**src/rtl/instr_fetch_unit.sv**
```systemverilog
// -----------------------------------------------------------------------------
// instr_fetch_unit
//
// Fetch stage for the Monociclo RV32I core. Owns the PC, issues single-word
// instruction-memory reads with a req/ack handshake, latches the returned
// word and presents it (with OpCode/Funct3/Funct7 slices) to decode. When the
// presented instruction retires the PC either advances by 4 or takes the
// branch/jump redirect from execute. A misaligned redirect target or an
// instruction-memory timeout parks the unit in HALT until reset.
//
// Ports:
//   clk, rst       clock; synchronous active-high reset
//   Stall          hold the presented instruction, block retirement
//   BranchTaken    redirect request for the presented instruction
//   BranchTarget   redirect target (ALU result), LSB cleared as for JALR
//   IMemReq        instruction-memory read request
//   IMemAddr       request address (= PC)
//   IMemAck        memory response valid, sampled only while IMemReq=1
//   IMemRData      instruction word, valid with IMemAck
//   Instr          latched instruction (NOP_INSTR when InstrValid=0)
//   OpCode/Funct3/Funct7  slices of Instr
//   PC, PCPlus4    address of Instr and its link value
//   InstrValid     Instr holds a fetched word for decode
//   ErrMisalign    sticky: redirect target not 4-byte aligned
//   ErrTimeout     sticky: IMemAck not seen within TIMEOUT cycles
//   RetireCount    number of retired instructions (wraps)
// -----------------------------------------------------------------------------
module instr_fetch_unit #(
  parameter logic [31:0] RESET_PC  = 32'h0000_0000,
  parameter int unsigned TIMEOUT   = 16,
  parameter logic [31:0] NOP_INSTR = 32'h0000_0013
) (
  input  logic        clk,
  input  logic        rst,
  input  logic        Stall,
  input  logic        BranchTaken,
  input  logic [31:0] BranchTarget,
  output logic        IMemReq,
  output logic [31:0] IMemAddr,
  input  logic        IMemAck,
  input  logic [31:0] IMemRData,
  output logic [31:0] Instr,
  output logic [6:0]  OpCode,
  output logic [2:0]  Funct3,
  output logic [6:0]  Funct7,
  output logic [31:0] PC,
  output logic [31:0] PCPlus4,
  output logic        InstrValid,
  output logic        ErrMisalign,
  output logic        ErrTimeout,
  output logic [31:0] RetireCount
);

  localparam int unsigned WAIT_W = (TIMEOUT > 1) ? $clog2(TIMEOUT) : 1;
  localparam logic [WAIT_W-1:0] WAIT_LAST = WAIT_W'(TIMEOUT - 1);

  typedef enum logic [1:0] {
    S_BOOT,
    S_FETCH,
    S_EXEC,
    S_HALT
  } state_t;

  state_t              r_state;
  state_t              w_next_state;

  logic [31:0]         r_pc;
  logic [31:0]         r_instr;
  logic                r_valid;
  logic                r_err_misalign;
  logic                r_err_timeout;
  logic [31:0]         r_retire_cnt;
  logic [WAIT_W-1:0]   r_wait_cnt;

  logic                w_req;
  logic                w_load_instr;
  logic                w_wait_inc;
  logic                w_timeout;
  logic                w_retire;
  logic                w_misalign;
  logic [31:0]         w_target;
  logic [31:0]         w_pc_plus4;
  logic [31:0]         w_next_pc;
  logic                w_unused_target_lsb;

  // JALR semantics: bit 0 of the target is always discarded, so only bit 1
  // can make the target misaligned.
  assign w_target            = {BranchTarget[31:1], 1'b0};
  assign w_unused_target_lsb = BranchTarget[0];
  assign w_pc_plus4          = r_pc + 32'd4;
  assign w_next_pc           = BranchTaken ? w_target : w_pc_plus4;

  // State register
  always_ff @(posedge clk) begin
    if (rst) begin
      r_state <= S_BOOT;
    end else begin
      r_state <= w_next_state;
    end
  end

  // Next-state and control decode
  always_comb begin
    w_next_state = r_state;
    w_req        = 1'b0;
    w_load_instr = 1'b0;
    w_wait_inc   = 1'b0;
    w_timeout    = 1'b0;
    w_retire     = 1'b0;
    w_misalign   = 1'b0;

    unique case (r_state)
      S_BOOT: begin
        w_next_state = S_FETCH;
      end

      S_FETCH: begin
        w_req = 1'b1;
        if (IMemAck) begin
          w_load_instr = 1'b1;
          w_next_state = S_EXEC;
        end else if (r_wait_cnt == WAIT_LAST) begin
          // This is the TIMEOUT-th cycle spent waiting without an ack.
          w_timeout    = 1'b1;
          w_next_state = S_HALT;
        end else begin
          w_wait_inc = 1'b1;
        end
      end

      S_EXEC: begin
        if (!Stall) begin
          w_retire = 1'b1;
          if (BranchTaken && w_target[1]) begin
            w_misalign   = 1'b1;
            w_next_state = S_HALT;
          end else begin
            w_next_state = S_FETCH;
          end
        end
      end

      S_HALT: begin
        w_next_state = S_HALT;
      end

      default: begin
        w_next_state = S_BOOT;
      end
    endcase
  end

  // Datapath registers
  always_ff @(posedge clk) begin
    if (rst) begin
      r_pc           <= RESET_PC;
      r_instr        <= NOP_INSTR;
      r_valid        <= 1'b0;
      r_err_misalign <= 1'b0;
      r_err_timeout  <= 1'b0;
      r_retire_cnt   <= '0;
      r_wait_cnt     <= '0;
    end else begin
      if (w_load_instr) begin
        r_instr    <= IMemRData;
        r_valid    <= 1'b1;
        r_wait_cnt <= '0;
      end

      if (w_wait_inc) begin
        r_wait_cnt <= r_wait_cnt + 1'b1;
      end

      if (w_timeout) begin
        r_err_timeout <= 1'b1;
      end

      // A misaligned redirect still retires the instruction but leaves the
      // PC pointing at it, so the faulting address stays visible.
      if (w_retire) begin
        r_retire_cnt <= r_retire_cnt + 32'd1;
        r_valid      <= 1'b0;
        r_instr      <= NOP_INSTR;
        if (w_misalign) begin
          r_err_misalign <= 1'b1;
        end else begin
          r_pc <= w_next_pc;
        end
      end
    end
  end

  assign IMemReq     = w_req;
  assign IMemAddr    = r_pc;
  assign Instr       = r_instr;
  assign OpCode      = r_instr[6:0];
  assign Funct3      = r_instr[14:12];
  assign Funct7      = r_instr[31:25];
  assign PC          = r_pc;
  assign PCPlus4     = w_pc_plus4;
  assign InstrValid  = r_valid;
  assign ErrMisalign = r_err_misalign;
  assign ErrTimeout  = r_err_timeout;
  assign RetireCount = r_retire_cnt;

endmodule

```
**config.mk**
```make
export PLATFORM = sky130hd
export DESIGN_NAME = instr_fetch_unit
export DESIGN_NICKNAME = d
export VERILOG_FILES = /design/src/rtl/instr_fetch_unit.sv
export SDC_FILE = /design/constraint.sdc
export NUM_CORES = 1
export LEC_CHECK = 0
export BUFFER_PORTS_ARGS = -buffer_cell sky130_fd_sc_hd__buf_2
export CAP_MARGIN = 10
export CORE_MARGIN = 2
export CORE_UTILIZATION = 45
export CTS_CLUSTER_DIAMETER = 100
export CTS_CLUSTER_SIZE = 30
export DETAILED_ROUTE_END_ITERATION = 16
export PLACE_DENSITY_LB_ADDON = 0.2
export SLEW_MARGIN = 40
export SYNTH_ARGS = -nofsm -noshare
export SYNTH_HDL_FRONTEND = slang
export SYNTH_SLANG_ARGS = --single-unit
```
**constraint.sdc**
```tcl
create_clock -name clk -period 3.9 [get_ports clk]
set_input_delay 0 -clock clk [delete_from_list [all_inputs] [get_ports clk]]
set_output_delay 0 -clock clk [all_outputs]
set_load 0.02 [all_outputs]
```
==> flow_metrics.env, run 1 <==
export IMPL_status="completed"
export IMPL_ys_async_sr_fraction_pct=0
export IMPL_io_buffers=245
export IMPL_drcViolationCount=0
export IMPL_n_antenna_cell=0
export IMPL_finalNetCount=992
export IMPL_drt_initial_drc_count=321
export IMPL_grt_max_degree=50
export IMPL_detail_route_wl_per_cell_um=15.3
export IMPL_start_util_pct=46.2
export IMPL_cts_made_buffers=9
export IMPL_drv_cap=0
export IMPL_synth_edf_count=0
export IMPL_finalHoldWorstSlack_ns=0.0545
export IMPL_io_pins=250
export IMPL_min_delay_start="BranchTarget[2]"
export IMPL_holdPathStages=3
export IMPL_yosysSeqAreaShare_pct=37.5
export IMPL_r2r_cells=6
export IMPL_post_place_ws_ns=1.70
export IMPL_ys_warn_count=0
export IMPL_syn_area_mm2=0.00555
export IMPL_drive_above_1_share_pct=30.1
export IMPL_die_area_mm2=0.0132
export IMPL_worst_pin_slew_ns=0.716
export IMPL_dr_pass1_iters=4
export IMPL_avgSynthCellArea_um2=7.83
export IMPL_irDropWorstVdd_v=0.000150
export IMPL_worstPathArrival_ns=2.51
export IMPL_clock_skew_ns=0.00700
export IMPL_timing_rr_end="IMemAddr[28]$_SDFFE_PP0P_"
export IMPL_rsz0062_at_grt="no"
export IMPL_startpoint_type="register"
export IMPL_rows=40
export IMPL_reg2reg_slack_ns=1.74
export IMPL_maxSlewViolCount=0
export IMPL_grt_util_all_layers_pct=23.9
export IMPL_worstHoldEndpoint="IMemAddr[2]$_SDFFE_PP0P_"
export IMPL_startpoint="IMemAddr[2]$_SDFFE_PP0P_"
export IMPL_post_cts_resized=0
export IMPL_clockRootBuffer="clkbuf_16"
export IMPL_coreArea_mm2=0.0120
export IMPL_vias=5709
export IMPL_antenna_found_initial=0
export IMPL_clkTransAtPathRegs_ns=0.07
export IMPL_design_area_mm2=0.00720
export IMPL_p_per_area_mw_per_mm2=321
export IMPL_worstHoldPathType="in2reg"
export IMPL_setup_worst_path_class="reg2out"
export IMPL_cts_tree="yes"
export IMPL_endpoint_kind="output port"
export IMPL_r2r_start="IMemAddr[2]$_SDFFE_PP0P_"
export IMPL_yosys_cell_types_count=47
export IMPL_post_cts_buffers=0
export IMPL_placed_area_mm2=0.00642
export IMPL_cp_required_ns=3.90
export IMPL_clk_latency_ns=0.34
export IMPL_finalWeightedCongestion=0.857
export IMPL_dp_hpwl_um=11200
export IMPL_clock_fmax_mhz=399
export IMPL_setup_viol=0
export IMPL_hold_viol_final=0
export IMPL_postRouteAntennaNets=0
export IMPL_relSlewSlack_pct=52.1
export IMPL_avgViaCountPerCell=5.33
export IMPL_min_period_ns=2.51
export IMPL_fin_setup_tns_ns=0
export IMPL_finish_utilization_pct=60.0
export IMPL_synth_ff_type="dfxtp_1"
export IMPL_p_leak_nw=3.33
export IMPL_wirelength_um=16400
export IMPL_htree_levels=3
export IMPL_grt_pass1_vias=5293
export IMPL_ys_seq_elements=104
export IMPL_grt_pass1_wl_um=25800
export IMPL_clk_path_buf_depth=2
export IMPL_crit_fanout=8
export IMPL_die_w_um=115
export IMPL_area_growth_pct=29.9
export IMPL_setup_ws_ns=1.39
export IMPL_fin_crit_sh_pct=64.3
export IMPL_netlist_instances=708
export IMPL_numClockSinks=104
export IMPL_dieHeight_um=115
export IMPL_overflow=0
## flip-flops by register name, indices dropped and copies added (netlist names)
register and flops:
r_wait_cnt 4, ErrMisalign 1, r_state 2, ErrTimeout 1, Instr 32, InstrValid 1
RetireCount 32, IMemAddr 31
## final cells by class
cell class,count,area (um^2)
Sequential cell,104,2080
Tap cell,147,184
Clock inverter,7,63.8
Multi-Input combinational cell,492,2860
Timing Repair Buffer,296,1730
Fill cell,1057,4810
Clock buffer,9,225
Inverter,17,63.8
## where the power goes
part	internal, mW	switching (mW)
registers	1.09	0.0258
clock network	0.446	0.439
logic	0.126	0.190
## per-stage QoR
step | instances | total power, mW
finish | 1072 | 2.32
detailed placement | 1008 | 1.42
CTS | 1072 | 2.34
global placement | 1008 | 1.41
floorplan | 710 | 1.33
global route | 1072 | 2.42
## cell families (layout without fill, tap and decap cells)
family | count (synthesis) | in the layout | share of synthesized area, %
DFF | 104 | 104 | 37.5
AOI/OAI and AO/OA | 137 | 137 | 15.2
buffers and inverters | 114 | 329 | 11.5
adders and majority gates | 3 | 3 | 0.677
other | 1 | 3 | 0.0676
xor gates and xnor gates | 57 | 57 | 9.00
and+or+nand+nor | 289 | 289 | 25.5
muxes | 3 | 3 | 0.541
## per-layer routing
metal / track usage (%) / wire [um]
met1: 30.4 / 7200
met2: 41.1 / 7810
met3: 4.16 / 1120
met5: 0 / 0
met4: 8.11 / 270
## placed cells by master (no fill, tap or decap), types with 8 or more instances in the layout
master and n:
and3_1 15, dfxtp_1 104, nor2_1 53, nor3_1 30
o21ai_0 17, a21oi_1 63, clkbuf_16 9, nand2_1 104
o2bb2ai_1 10, nand4_1 11, xor2_1 22, buf_2 245
and4_1 9, nand3_1 29, o22ai_1 8, dlygate4sd3_1 48
xnor2_1 35, o31ai_1 8, inv_1 17, nand2b_1 11
## how the worst max path moves through the flow
stage	end	slack, ns	depth (start not counted)
2_1_floorplan	IMemAddr[28]$_SDFFE_PP0P_	1.74	7
3_3_place_gp	IMemAddr[15]$_SDFFE_PP0P_	1.57	4
3_5_place_dp	IMemAddr[15]$_SDFFE_PP0P_	1.70	4
4_1_cts	PCPlus4[15]	1.34	5
5_1_grt	PCPlus4[28]	1.20	6
6_report	PCPlus4[28]	1.39	6
## synthesized netlist by cell type, types with 15 or more instances
cell        n  area share [%]
nand2_1   105             7.1
dfxtp_1   104              38
a21oi_1    63             5.7
nor2_1     55             3.7
buf_4      52             7.0
xnor2_1    35             5.5
clkbuf_1   33             2.2
nor3_1     30             2.7
nand3_1    29             2.6
xor2_1     22             3.5
inv_1      17             1.2
o21ai_0    17             1.5
and3_1     15             1.7
## worst max-delay path, stage by stage (launching register included)
cell,delay [ns]
dfxtp_1,0.45
ha_1,0.31
and3_1,0.24
nand4_1,0.36
nor3_1,0.37
xor2_1,0.22
buf_2,0.20
## timing repair
item                                    in CTS  in global routing
hold endpoints to repair                    48                  0
endpoints found under the setup margin       0                  0
hold buffers                                48                  0
No activity file was read; power rests on OpenSTA's default activity.
==> run 2, diff against run 1 <==
CORE_UTILIZATION = 43   (was 45)
clock period = 2.2 ns   (was 3.9 ns; I/O delays follow)
==> run 2 against run 1 <==
Effect of this change: combinational power is 88% higher; cell area is 5.1% higher; clock skew fell by 0.0019 ns; critical path type unchanged; critical endpoint is now PCPlus4[21]; largest power group unchanged.
==> flow_metrics.env, run 2 (same netlist as run 1, synthesis figures left out) <==
export IMPL_detail_route_wl_per_cell_um=14.8
export IMPL_r2r_cells=6
export IMPL_placed_area_mm2=0.00667
export IMPL_vias=5774
export IMPL_clock_skew_ns=0.00510
export IMPL_reg2reg_slack_ns=0.24
export IMPL_hold_viol_final=0
export IMPL_multi_input_area_mm2=0.00287
export IMPL_avgViaCountPerCell=5.11
export IMPL_clk_path_buf_depth=2
export IMPL_r2r_start="r_state[1]$_SDFFE_PP0P_"
export IMPL_irDropWorstVdd_v=0.000450
export IMPL_crit_fanout=6
export IMPL_worst_pin_slew_ns=0.741
export IMPL_drcViolationCount=0
export IMPL_setup_viol=0
export IMPL_clockRootBuffer="clkbuf_16"
export IMPL_power_frac_comb_pct=13.4
export IMPL_worstSetupEndpoint="PCPlus4[21]"
export IMPL_setup_ws_ns=0.100
export IMPL_start_util_pct=44.0
export IMPL_drt_initial_drc_count=348
export IMPL_layoutNonFillerInstCount=1129
export IMPL_dieHeight_um=118
export IMPL_grt_pass1_vias=5171
export IMPL_finish_utilization_pct=60.0
export IMPL_switching_share_pct=24.7
export IMPL_dr_pass1_iters=5
export IMPL_finalNetCount=1024
export IMPL_io_buffers=245
export IMPL_min_period_ns=2.10
export IMPL_drive_above_1_share_pct=32.8
export IMPL_worstHoldPathType="in2reg"
export IMPL_startpoint="IMemAddr[12]$_SDFFE_PP0P_"
export IMPL_p_per_area_mw_per_mm2=589
export IMPL_grt_max_degree=35
export IMPL_fin_crit_sh_pct=95.4
export IMPL_antenna_found_initial=0
export IMPL_fillerInstances=1180
export IMPL_intPower_mw=3.35
export IMPL_design_area_mm2=0.00757
export IMPL_endpoint_kind="output port"
export IMPL_htree_levels=3
export IMPL_timing_rr_end="IMemAddr[18]$_SDFFE_PP0P_"
export IMPL_dp_hpwl_um=11600
export IMPL_wirelength_um=16800
export IMPL_power_switching_mw=1.10
export IMPL_cp_required_ns=2.20
export IMPL_status="completed"
export IMPL_die_area_mm2=0.0138
export IMPL_cts_tree="yes"
export IMPL_drv_cap=0
export IMPL_fin_setup_tns_ns=0
export IMPL_area_growth_pct=36.5
export IMPL_startpoint_type="register"
export IMPL_numClockSinks=104
export IMPL_grt_pass1_wl_um=26800
export IMPL_final_cell_mix="245 x buf_2, 105 x nand2_1, 99 x dfxtp_1"
export IMPL_relSlewSlack_pct=50.4
export IMPL_mostFrequentLayoutCell="buf_2"
export IMPL_post_place_ws_ns=0.286
export IMPL_maxSlewViolCount=0
export IMPL_finalWeightedCongestion=0.860
export IMPL_postRouteAntennaNets=0
export IMPL_coreArea_mm2=0.0126
export IMPL_seqCellArea_mm2=0.00209
export IMPL_pwr_share_clk_pct=42.4
export IMPL_die_w_um=118
export IMPL_clkTransAtPathRegs_ns=0.07
export IMPL_io_pins=250
export IMPL_p_leak_nw=3.55
export IMPL_worstPathArrival_ns=2.10
export IMPL_overflow=0
export IMPL_clock_fmax_mhz=476
export IMPL_clk_latency_ns=0.35
export IMPL_place_inst=1063
export IMPL_rows=41
export IMPL_pwr_share_seq_pct=44.2
export IMPL_grt_util_all_layers_pct=23.5
export IMPL_cts_made_buffers=9
export IMPL_setup_worst_path_class="reg2out"
export IMPL_n_antenna_cell=0
## run 2: how the worst min path moves through the flow
stage,endpoint,slack (ns),startpoint,depth (start not counted)
2_1_floorplan,Instr[0]$_SDFFE_PP1P_,0.12,IMemRData[0],2
3_3_place_gp,Instr[4]$_SDFFE_PP1P_,0.21,IMemRData[4],3
3_5_place_dp,Instr[1]$_SDFFE_PP1P_,0.21,IMemRData[1],3
4_1_cts,IMemAddr[2]$_SDFFE_PP0P_,0.01,BranchTarget[2],3
5_1_grt,IMemAddr[2]$_SDFFE_PP0P_,0.03,BranchTarget[2],3
6_report,IMemAddr[2]$_SDFFE_PP0P_,0.02,BranchTarget[2],3
## run 2: power groups by stage
| stage | clock network (mW) | registers [mW] | logic (mW) |
|---|---|---|---|
| after floorplan | 0 | 2.06 | 0.295 |
| after global placement | 0 | 2.01 | 0.522 |
| after detailed placement | 0 | 2.01 | 0.523 |
| after CTS | 1.94 | 1.97 | 0.593 |
| after global routing | 2.02 | 1.98 | 0.644 |
| final | 1.89 | 1.97 | 0.596 |
## run 2: critical path: stages (launching register included)
cell and delay [ns]:
dfxtp_1 0.45, and4_2 0.33, nand2_1 0.13, or3_1 0.46, xnor2_1 0.19, buf_2 0.19
## run 2: layout make-up
class,instances,share of cell area (%)
timing repair buffer,328,26.0
tap,172,2.84
clock buffer,12,3.39
inverter,17,0.843
multi-input combinational,492,38.0
clock inverter,4,1.31
sequential,104,27.6
## run 2: metal layers
layer  track usage, %  up-vias  part of all wire [%]
met5                0        -                     0
met3             5.14       19                   7.4
met1             31.9     2668                    44
met4             5.42        0                   1.5
li1                 -     2869                     -
met2             38.2      218                    47
## run 2: stage by stage
stage / power, mW / hold WS (ns)
2_1_floorplan: 2.36 / 0.123
5_1_grt: 4.64 / 0.0292
4_1_cts: 4.50 / 0.0127
6_report: 4.46 / 0.0179
3_5_place_dp: 2.54 / 0.213
3_3_place_gp: 2.53 / 0.210
## run 2: repair_timing
| item | in CTS | in global routing |
|---|---|---|
| endpoints found under the hold margin | 48 | 0 |
| setup endpoints to repair | 1 | 15 |
| buffers inserted | 0 | 1 |
| pin swaps | 0 | 1 |
| hold buffers | 49 | 0 |
| gates resized for setup | 1 | 13 |
